File: src/rtl/mole_pkg.sv
// Shared types and constants for the mole reaction-game front end.
package mole_pkg;

  typedef enum logic [0:0] {
    LIT  = 1'b0,
    DARK = 1'b1
  } mole_state_t;

  localparam int PEND_W = 3;
  localparam logic [PEND_W-1:0] PEND_MAX = 3'd7;

  localparam int unsigned DEF_ON_CYCLES       = 32'd200000000;
  localparam int unsigned DEF_OFF_CYCLES      = 32'd250000000;
  localparam int unsigned DEF_DEBOUNCE_CYCLES = 32'd1000000;

  // Saturating increment of the pending-points accumulator.
  function automatic logic [PEND_W-1:0] pend_add_sat(input logic [PEND_W-1:0] base,
                                                     input logic inc);
    if (inc && (base != PEND_MAX)) begin
      return base + 3'd1;
    end else begin
      return base;
    end
  endfunction

endpackage

File: src/rtl/mole_hit_unit_if.sv
// Valid/ack score port between the hit unit and the register-file write injector.
interface mole_hit_unit_if;
  import mole_pkg::*;

  logic [PEND_W-1:0] score_data;
  logic              score_valid;
  logic              score_ack;

  modport master (output score_data, output score_valid, input score_ack);
  modport slave  (input score_data, input score_valid, output score_ack);

endinterface

File: src/rtl/btn_debounce.sv
// Two-flop synchronizer followed by a stable-level debounce counter.
module btn_debounce
  import mole_pkg::*;
#(
  parameter int unsigned DEBOUNCE_CYCLES = DEF_DEBOUNCE_CYCLES
) (
  input  logic clk,
  input  logic reset,
  input  logic din,
  output logic dout
);

  localparam logic [31:0] DB_LAST = 32'(DEBOUNCE_CYCLES - 1);

  logic        sync1_r;
  logic        sync2_r;
  logic        db_r;
  logic [31:0] cnt_r;

  // Synchronize the raw level, then accept it only after it has held steady.
  always_ff @(posedge clk) begin
    if (reset) begin
      sync1_r <= 1'b1;
      sync2_r <= 1'b1;
      db_r    <= 1'b1;
      cnt_r   <= 32'd0;
    end else begin
      sync1_r <= din;
      sync2_r <= sync1_r;
      if (sync2_r == db_r) begin
        cnt_r <= 32'd0;
      end else if (cnt_r == DB_LAST) begin
        db_r  <= sync2_r;
        cnt_r <= 32'd0;
      end else begin
        cnt_r <= cnt_r + 32'd1;
      end
    end
  end

  assign dout = db_r;

endmodule

File: src/rtl/mole_hit_unit.sv
// Mole game front end: button conditioning, LIT/DARK timing, hit scoring and score port.
// Build option MOLE_DEBOUNCE_EN enables the debouncer; without it the synchronizer feeds the FSM directly.
module mole_hit_unit
  import mole_pkg::*;
#(
  parameter int unsigned ON_CYCLES       = DEF_ON_CYCLES,
  parameter int unsigned OFF_CYCLES      = DEF_OFF_CYCLES,
  parameter int unsigned DEBOUNCE_CYCLES = DEF_DEBOUNCE_CYCLES
) (
  input  logic            clk,
  input  logic            reset,
  input  logic            btn_n,
  output logic            led_out,
  output logic            hit_pulse,
  output logic            miss_pulse,
  mole_hit_unit_if.master score
);

  localparam logic [31:0] ON_LAST  = 32'(ON_CYCLES - 1);
  localparam logic [31:0] OFF_LAST = 32'(OFF_CYCLES - 1);

  logic              btn_db_s;
  logic              btn_prev_r;
  logic              press_s;
  mole_state_t       state_r;
  mole_state_t       next_state_s;
  logic [31:0]       cnt_r;
  logic [31:0]       cnt_next_s;
  logic              hit_s;
  logic              miss_s;
  logic [PEND_W-1:0] pend_r;
  logic [PEND_W-1:0] pend_base_s;
  logic [PEND_W-1:0] pend_next_s;
  logic              valid_r;
  logic              led_r;
  logic              hit_r;
  logic              miss_r;

`ifdef MOLE_DEBOUNCE_EN
  btn_debounce #(
    .DEBOUNCE_CYCLES(DEBOUNCE_CYCLES)
  ) u_btn_debounce (
    .clk  (clk),
    .reset(reset),
    .din  (btn_n),
    .dout (btn_db_s)
  );
`else
  logic sync1_r;
  logic sync2_r;
  logic unused_debounce_s;

  // Bare synchronizer: every bounce edge reaches the FSM.
  always_ff @(posedge clk) begin
    if (reset) begin
      sync1_r <= 1'b1;
      sync2_r <= 1'b1;
    end else begin
      sync1_r <= btn_n;
      sync2_r <= sync1_r;
    end
  end

  assign btn_db_s          = sync2_r;
  assign unused_debounce_s = (DEBOUNCE_CYCLES != 32'd0);
`endif

  assign press_s = btn_prev_r & ~btn_db_s;

  // Next state, phase counter and event strobes; a press beats a same-cycle timeout.
  always_comb begin
    next_state_s = state_r;
    cnt_next_s   = cnt_r + 32'd1;
    hit_s        = 1'b0;
    miss_s       = 1'b0;
    case (state_r)
      LIT: begin
        if (press_s) begin
          next_state_s = DARK;
          cnt_next_s   = 32'd0;
          hit_s        = 1'b1;
        end else if (cnt_r == ON_LAST) begin
          next_state_s = DARK;
          cnt_next_s   = 32'd0;
          miss_s       = 1'b1;
        end else begin
          next_state_s = LIT;
        end
      end
      DARK: begin
        if (cnt_r == OFF_LAST) begin
          next_state_s = LIT;
          cnt_next_s   = 32'd0;
        end else begin
          next_state_s = DARK;
        end
      end
      default: begin
        next_state_s = LIT;
        cnt_next_s   = 32'd0;
      end
    endcase
  end

  // Pending points: an accepted transfer clears first, then a same-cycle hit adds one.
  always_comb begin
    pend_base_s = pend_r;
    if (score.score_ack && valid_r) begin
      pend_base_s = {PEND_W{1'b0}};
    end else begin
      pend_base_s = pend_r;
    end
    pend_next_s = pend_add_sat(pend_base_s, hit_s);
  end

  // State, counter, accumulator and registered outputs.
  always_ff @(posedge clk) begin
    if (reset) begin
      state_r    <= LIT;
      cnt_r      <= 32'd0;
      pend_r     <= {PEND_W{1'b0}};
      valid_r    <= 1'b0;
      led_r      <= 1'b1;
      hit_r      <= 1'b0;
      miss_r     <= 1'b0;
      btn_prev_r <= 1'b1;
    end else begin
      state_r    <= next_state_s;
      cnt_r      <= cnt_next_s;
      pend_r     <= pend_next_s;
      valid_r    <= (pend_next_s != {PEND_W{1'b0}});
      led_r      <= (next_state_s == LIT);
      hit_r      <= hit_s;
      miss_r     <= miss_s;
      btn_prev_r <= btn_db_s;
    end
  end

  assign led_out           = led_r;
  assign hit_pulse         = hit_r;
  assign miss_pulse        = miss_r;
  assign score.score_data  = pend_r;
  assign score.score_valid = valid_r;

endmodule

File: src/flat_wrapper.sv
// flat-port wrapper written by rule: the top's interface ports become plain ports
module mole_hit_unit_flat import mole_pkg::*;
#(
  parameter int unsigned ON_CYCLES       = DEF_ON_CYCLES,
  parameter int unsigned OFF_CYCLES      = DEF_OFF_CYCLES,
  parameter int unsigned DEBOUNCE_CYCLES = DEF_DEBOUNCE_CYCLES
)
  (clk, reset, btn_n, led_out, hit_pulse, miss_pulse, score_score_data, score_score_valid, score_score_ack);
  mole_hit_unit_if score_i ();
  input  logic clk;
  input  logic reset;
  input  logic btn_n;
  output logic led_out;
  output logic hit_pulse;
  output logic miss_pulse;
  output wire logic [$bits(score_i.score_data)-1:0] score_score_data;
  output wire logic [$bits(score_i.score_valid)-1:0] score_score_valid;
  input wire logic [$bits(score_i.score_ack)-1:0] score_score_ack;
  assign score_score_data = score_i.score_data;
  assign score_score_valid = score_i.score_valid;
  assign score_i.score_ack = score_score_ack;
  mole_hit_unit #(.ON_CYCLES(ON_CYCLES), .OFF_CYCLES(OFF_CYCLES), .DEBOUNCE_CYCLES(DEBOUNCE_CYCLES)) u_core (.clk(clk), .reset(reset), .btn_n(btn_n), .led_out(led_out), .hit_pulse(hit_pulse), .miss_pulse(miss_pulse), .score(score_i));
endmodule
File: config.mk
export PLATFORM = sky130hd
export DESIGN_NAME = mole_hit_unit_flat
export DESIGN_NICKNAME = d
export VERILOG_FILES = /design/src/rtl/mole_pkg.sv /design/src/rtl/mole_hit_unit_if.sv /design/src/rtl/btn_debounce.sv /design/src/rtl/mole_hit_unit.sv /design/src/flat_wrapper.sv
export SDC_FILE = /design/constraint.sdc
export NUM_CORES = 1
export LEC_CHECK = 0
export ABC_CLOCK_PERIOD_IN_PS = 1940
export BUFFER_PORTS_ARGS = -buffer_cell sky130_fd_sc_hd__buf_2
export CORE_UTILIZATION = 45
export CTS_CLUSTER_SIZE = 28
export DETAILED_ROUTE_END_ITERATION = 10
export PLACE_DENSITY_LB_ADDON = 0.08
export SLEW_MARGIN = 20
export SYNTH_ARGS = -nofsm -noshare
export SYNTH_HDL_FRONTEND = slang
export SYNTH_SLANG_ARGS = --single-unit
File: constraint.sdc
create_clock -name clk -period 1.94 [get_ports clk]
set_input_delay 0.291 -clock clk [delete_from_list [all_inputs] [get_ports clk]]
set_output_delay 0.291 -clock clk [all_outputs]
set_load 0.01 [all_outputs]
# After elaboration in Yosys (flattened, before gate mapping)
# Cells that the tools add are included.
# W data, S select, Z words.
classes:
  add_sub_neg: 2
  n_eq_ne: 3
  n_bitwise: 4
  reduce_logical: 4
  mux: 12
op_table:
  columns: ["cell", "count"]
  rows:
  - ["$mux W32", 3]
  - ["$eq A32 B28 Y1 const B", 2]
  - ["$pmux W32 S2", 1]
  - ["$add A32 B1 Y32 const B", 1]
  - ["$mux W3", 2]
  - ["$mux W1", 5]
  - ["$add A3 B1 Y3 const B", 1]
  - ["$ne A3 B3 Y1 const B", 1]
  - ["$not A1 Y1", 3]
  - ["$reduce_bool A3 Y1", 1]
  - ["$reduce_or A3 Y1", 1]
  - ["$logic_and A1 B1 Y1", 2]
  - ["$pmux W1 S2", 1]
  - ["$and A1 B1 Y1", 1]
word_totals:
  register_bits: 43

# Logic depth before layout (Yosys ltp)
# Gate-level depths: netlist (run 1).
depth:
  word_depth: 7
  ltp_mapped: 6

# Worst setup path after synthesis (run 1)
# OpenSTA, ideal clock, no wires.
synth_path:
  kind: "reg-to-reg"
  startpoint: "register u_core.cnt_r[19]"
  endpoint: "register u_core.cnt_r[16]"
  path_stages_with_launch: 7
  arrival_ns: 1.996
  setup_time_ns: 0.153
  t_required_ns: 1.787
  setup_slack_ns: -0.209
  synth_period_minus_slack_ns: 2.149
  path_cell_list: "dfxtp_1 > buf_6 > or4b_1 > or4_4 > o41ai_4 > buf_6 > a211oi_1"
synth_between:
  elab_chain_len: 4
  elab_cells_between_ends: 6
synth_lines:
  columns: ["item", "line_no", "text"]
  rows:
  - ["start: declaration", "mole_hit_unit.sv:27", "logic [31:0] cnt_r;"]
  - ["start signal: assignment", "mole_hit_unit.sv:129", "cnt_r <= cnt_next_s;"]
  - ["$eq A32 B28 Y1", "mole_hit_unit.sv:82", "end else if (cnt_r == ON_LAST) begin"]
  - ["$mux W32", "mole_hit_unit.sv:82", null]
  - ["$mux W32", "mole_hit_unit.sv:78", "if (press_s) begin"]
  - ["$pmux W32 S2 (*)", "mole_hit_unit.sv:76", "case (state_r)"]
# Mark *: on every way between the ends. The rest lies on a longest branch, timed or not.
# A chain may end at the register's enable or synchronous reset.

# Worst setup path in the final report (run 1)
layout_path:
  startpoint: "register u_core.cnt_r[8]"
  endpoint: "register u_core.state_r"
layout_between:
  elab_chain_len: 4
  elab_cells_between_ends: 6
layout_lines:
  columns: ["item", "line_no", "text"]
  rows:
  - ["$eq A32 B28 Y1", "mole_hit_unit.sv:82", null]
  - ["$mux W1", "mole_hit_unit.sv:82", null]
  - ["$mux W1", "mole_hit_unit.sv:78", null]
  - ["$pmux W1 S2 (*)", "mole_hit_unit.sv:76", null]
  - ["end signal: assignment", "mole_hit_unit.sv:128", "state_r <= next_state_s;"]
  - ["end: declaration", "mole_hit_unit.sv:25", "mole_state_t state_r;"]
# Marked as above.

==> flow_summary.yaml, run 1 <==
outcome:
  status: "complete, but fails checks"
  violations: "negative setup slack"
yosys:
  syn_area_um2: 2130
  synth_edf_count: 0
  yosys.area.top_type_share: 0.404
  synthDistinctLibCells: 43
  synth_area_leaders: "dfxtp_1, a211oi_1, nor3_1"
  yosysTopAreaCell: "dfxtp_1"
  synthCells: 231
  avgSynthCellArea_um2: 9.21
  ys_warn_count: 0
  synth_ff_type: "dfxtp_1"
  ys_seq_area_frac: 0.404
  synth_fp_nets: 238
  synthArstFlopShare: 0
  ys_seq_elements: 43
route:
  routed_wl_mm: 5.40
  wire_per_inst_um: 16.2
  vias: 1998
  dr.pass1.iters: 4
  antenna_left: 0
  vias_per_cell: 5.98
  drc: 0
  drtIter0Drc: 65
timing:
  hold_viol: 0
  tns_ns: -5.32
  max_freq_mhz: 465
  worst_pin_slew_ns: 0.383
  setup_ws_ns: -0.212
  fin_crit_ns: 2.15
  rsz0062_at_grt: "true"
  fin_skew_ns: 0.00507
  fin_crit_sh: 1.11
  setup_viol: 33
  hold_slack_ns: 0.186
  slew_headroom: 0.743
  slew_violations: 0
global_routing:
  grt_pass1_wl_mm: 8.68
  grt_max_degree: 27
  grt_pass1_vias: 1882
  grt_usage: 0.220
  grt_overflow_total: 0
  antenna_found_initial: 0
floorplanning:
  design.core.area_um2: 4440
  num_rows: 24
  initial_core_util: 0.479
  die_x_um: 70.8
  die_h_um: 70.8
  dieArea_um2: 5010
  ios: 11
finish:
  layout-drive-gt1-share: 0.355
  layout_common_cells: "dfxtp_1, buf_4, nor3_1"
  fin_area_um2: 2810
  regArea_um2: 868
  n_fill_cell: 385
  antenna_cells: 0
  final_common_cell: "dfxtp_1"
  multi_input_area_um2: 1290
  final_nets: 288
  area_growth_pct: 31.9
clocking:
  numCtsBuffers: 5
  cts-root-buf: "clkbuf_8"
  max-clock-path-buffers: 2
  cts_hold_buffers: 0
  clkLatencyLatePin_ns: 0.29
  clock_sinks: 43
  h-tree-depth: 2
  cts.clk_slew.worst_paths_ns: 0.08
  cts_tree: "built"
critical_path:
  cp_slowest_cell: "or4_4"
  critPathMaxStageDelay_ns: 0.54
  path_buf_inv: 2
  critical_path.cell_chain: "or4bb_1, or4_4, o41ai_4, buf_6, buf_6, o21ba_4"
  critical_path_class: "reg -> reg"
  arrival_ns: 2.34
  crit_path_end_kind: "register"
  path_delay_family: "simple AND/OR/NAND/NOR gates"
  crit_required_ns: 2.13
  cp_max_fo: 5
  crit_top_cell: "buf_6"
  worstSetupStartpointType: "register"
  r2r_slack_ns: -0.21
pwr:
  powerDensity_nw_per_um2: 621
  vdd_ir_drop_max_mv: 0.334
  total_power_mw: 1.74
  leakage_nw: 0.994
placement:
  port_buffers: 10
  place_area_um2: 2550
  place_congestion: 0.858
  dp_hpwl_mm: 3.79
run:
  drv_cap: 0
min_path:
  hold_class: "in -> reg"
cell families after synthesis:
kind of cell	synth area share
xor gates and xnor gates	0.0617
AOI/OAI and AO/OA	0.146
buffers and inverters	0.0500
DFF	0.404
adders and majority gates	0.0176
and+or+nand+nor	0.311
muxes	0.00941
through the flow:
step	utilization	setup WS, ns	cells
global route	0.632	-0.245	334
global placement	0.574	-0.144	322
detailed placement	0.574	-0.215	322
CTS	0.613	-0.208	334
floorplan	-	-0.206	231
finish	0.632	-0.212	334
power by group:
part / internal [mW] / switching, mW / total, mW
Combinational: 0.0589 / 0.0616 / 0.120
Clock: 0.417 / 0.303 / 0.719
Sequential: 0.895 / 0.00965 / 0.904
synth_stat cells (7+ instances only):
library cell / number
or4_1: 10
a211oi_1: 16
dfxtp_1: 43
nand2_1: 12
or3_1: 7
nand3_1: 9
nor2_1: 7
o31ai_1: 9
xnor2_1: 11
nand4_1: 11
nor3_1: 22
o21ai_0: 8
registers in the layout (all words and copies together), names as in the netlist:
signal,count
u_core.cnt_r,32
u_core.btn_prev_r,1
u_core.sync1_r,1
u_core.hit_pulse,1
u_core.btn_db_s,1
u_core.miss_pulse,1
u_core.score.score_data,3
u_core.led_out,1
u_core.score.score_valid,1
u_core.state_r,1
layer usage:
metal / vias up / share of wire / global-route usage
met1: 968 / 0.45 / 0.277
met2: 45 / 0.50 / 0.384
met4: 0 / 0.0054 / 0.0644
li1: 983 / - / -
met3: 2 / 0.046 / 0.0399
met5: - / 0 / 0
final cells by class:
type                            instances  area share
Multi-Input combinational cell        169       0.459
Clock buffer                            6      0.0294
Timing Repair Buffer                   56       0.158
Inverter                                6     0.00802
Sequential cell                        43       0.309
Clock inverter                          2      0.0125
Tap cell                               52      0.0232
worst register-to-register path: stages, from the launching register on:
cell and delay (ns):
dfxtp_4 0.37, or4bb_1 0.48, or4_4 0.54, o41ai_4 0.23, buf_6 0.18, buf_6 0.12, o21ba_4 0.14
worst paths after layout:
path,startpoint,end,cells past startpoint
min,btn_n,u_core.sync1_r,2
max reg2reg,u_core.cnt_r[8],u_core.state_r,6
min reg2reg,u_core.sync1_r,u_core.btn_db_s,1
max,u_core.cnt_r[8],u_core.state_r,6
timing repair:
item,CTS,global route
endpoints found under the setup margin,33,34
cloned,2,0
buffers inserted,2,0
resized for setup,6,20
Power figures use the tool's default switching activity.
==> inputs of run 2 (changes only) <==
--- a/config.mk
+++ b/config.mk
@@ -8,9 +8,11 @@
 export ABC_CLOCK_PERIOD_IN_PS = 1940
 export BUFFER_PORTS_ARGS = -buffer_cell sky130_fd_sc_hd__buf_2
 export CORE_UTILIZATION = 45
+export CTS_CLUSTER_DIAMETER = 150
 export CTS_CLUSTER_SIZE = 28
 export DETAILED_ROUTE_END_ITERATION = 10
 export PLACE_DENSITY_LB_ADDON = 0.08
+export SKIP_CTS_REPAIR_TIMING = 1
 export SLEW_MARGIN = 20
 export SYNTH_ARGS = -nofsm -noshare
 export SYNTH_HDL_FRONTEND = slang
==> run 2 against run 1 <==
The flow still finishes with violations (negative setup slack); core utilization fell by 0.51 points; cell area fell by 0.80%; via count fell by 1.1%; largest cell class unchanged; largest power group unchanged.
==> flow_summary.yaml, run 2 (synthesis results as in run 1) <==
critical_path:
  arrival_ns: 2.31
  reg2reg_depth: 5
  cp_max_fo: 4
  r2r_start: "u_core.cnt_r[8]"
  crit_path_end_kind: "register"
  crit_required_ns: 2.13
  r2r_slack_ns: -0.18
  worstSetupStartpointType: "register"
  r2r-end: "u_core.state_r"
  critical_path_class: "reg -> reg"
clocking:
  max-clock-path-buffers: 2
  cts.clk_slew.worst_paths_ns: 0.08
  cts-root-buf: "clkbuf_8"
  numCtsBuffers: 5
  clkLatencyLatePin_ns: 0.29
  cts_tree: "built"
  clock_sinks: 43
  h-tree-depth: 2
finish:
  multi_input_area_um2: 1290
  top_register: "u_core.cnt_r"
  regArea_um2: 867
  layout-drive-gt1-share: 0.349
  layout_common_cells: "dfxtp_1, buf_4, nor3_1"
  final_common_cell: "dfxtp_1"
  final_nets: 287
  final_util: 0.627
  largest_reg_flops: 32
  n_fill_cell: 389
  antenna_cells: 0
  area_growth_pct: 30.9
timing:
  rsz0062_at_grt: "true"
  setup_viol: 33
  fin_crit_sh: 1.09
  worst_pin_slew_ns: 0.389
  slew_headroom: 0.738
  slew_violations: 0
  fin_skew_ns: 0.00547
  hold_viol: 0
  hold_slack_ns: 0.188
  setup_ws_ns: -0.179
  fin_crit_ns: 2.12
  max_freq_mhz: 472
global_routing:
  grt_pass1_wl_mm: 8.44
  grt_usage: 0.214
  grt_overflow_total: 0
  grt_pass1_vias: 1860
  antenna_found_initial: 0
  grt_max_degree: 27
route:
  dr.pass1.iters: 4
  routed_wl_mm: 5.35
  vias_per_cell: 5.94
  wire_per_inst_um: 16.1
  vias: 1977
  drtIter0Drc: 74
  antenna_left: 0
  drc: 0
min_path:
  hold_class: "in -> reg"
  hold_depth: 2
  min-delay-start: "btn_n"
  hold_end: "u_core.sync1_r"
pwr:
  leakage_nw: 0.983
  powerDensity_nw_per_um2: 622
  vdd_ir_drop_max_mv: 0.335
  total_power_mw: 1.73
placement:
  dp_hpwl_mm: 3.79
  port_buffers: 10
  place_congestion: 0.858
run:
  drv_cap: 0
outcome:
  status: "complete, but fails checks"
  violations: "negative setup slack"
floorplanning:
  dieArea_um2: 5010
  die_x_um: 70.8
  num_rows: 24
  initial_core_util: 0.479
  die_h_um: 70.8
  design.core.area_um2: 4440
  ios: 11
[run 2: cell types whose count changed in the layout (fill, tap and decap cells not counted), sizes merged]
cell	before	now
or4	11	12
buf	56	54
[run 2: cell type report]
type,count,area share
tap,52,0.0234
multi-input combinational,170,0.464
timing repair buffer,54,0.151
sequential,43,0.311
clock buffer,6,0.0296
clock inverter,2,0.0126
inverter,6,0.00809
[run 2: worst max path at each step]
stage	slack (ns)	cells past startpoint	to	startpoint
detailed placement	-0.22	5	u_core.cnt_r[25]	u_core.cnt_r[8]
finish	-0.18	5	u_core.state_r	u_core.cnt_r[8]
CTS	-0.23	5	u_core.cnt_r[25]	u_core.cnt_r[8]
floorplan	-0.21	6	u_core.cnt_r[5]	u_core.cnt_r[19]
global placement	-0.14	5	u_core.cnt_r[24]	u_core.cnt_r[8]
global route	-0.22	5	u_core.cnt_r[20]	u_core.cnt_r[8]
[run 2: where the power goes]
group / switching [mW] / internal, mW / leakage [nW] / total [mW]
Clock: 0.305 / 0.417 / 0.0612 / 0.721
Combinational: 0.0563 / 0.0508 / 0.573 / 0.107
Sequential: 0.00964 / 0.894 / 0.350 / 0.904
Total: 0.370 / 1.36 / 0.983 / 1.73
[run 2: worst max-delay path: stages, from the launching register on]
cell and delay [ns]:
dfxtp_4 0.37, or4bb_1 0.48, or4_4 0.54, o41ai_4 0.29
buf_4 0.20, o21ba_2 0.15
[run 2: layer usage]
layer | up-vias | wire, µm | track usage
met5 | - | 0 | 0
met3 | 2 | 181 | 0.0399
met2 | 34 | 2670 | 0.378
met1 | 959 | 2460 | 0.264
li1 | 982 | - | -
met4 | 0 | 29 | 0.0644
[run 2: metrics by stage]
step	setup TNS (ns)	setup WS (ns)	instance area [µm²]	std cells
floorplan	-6.05	-0.206	2180	231
global placement	-3.34	-0.144	2550	322
detailed placement	-5.12	-0.215	2550	322
CTS	-5.62	-0.230	2670	330
global route	-6.37	-0.217	2790	333
finish	-5.04	-0.179	2790	333
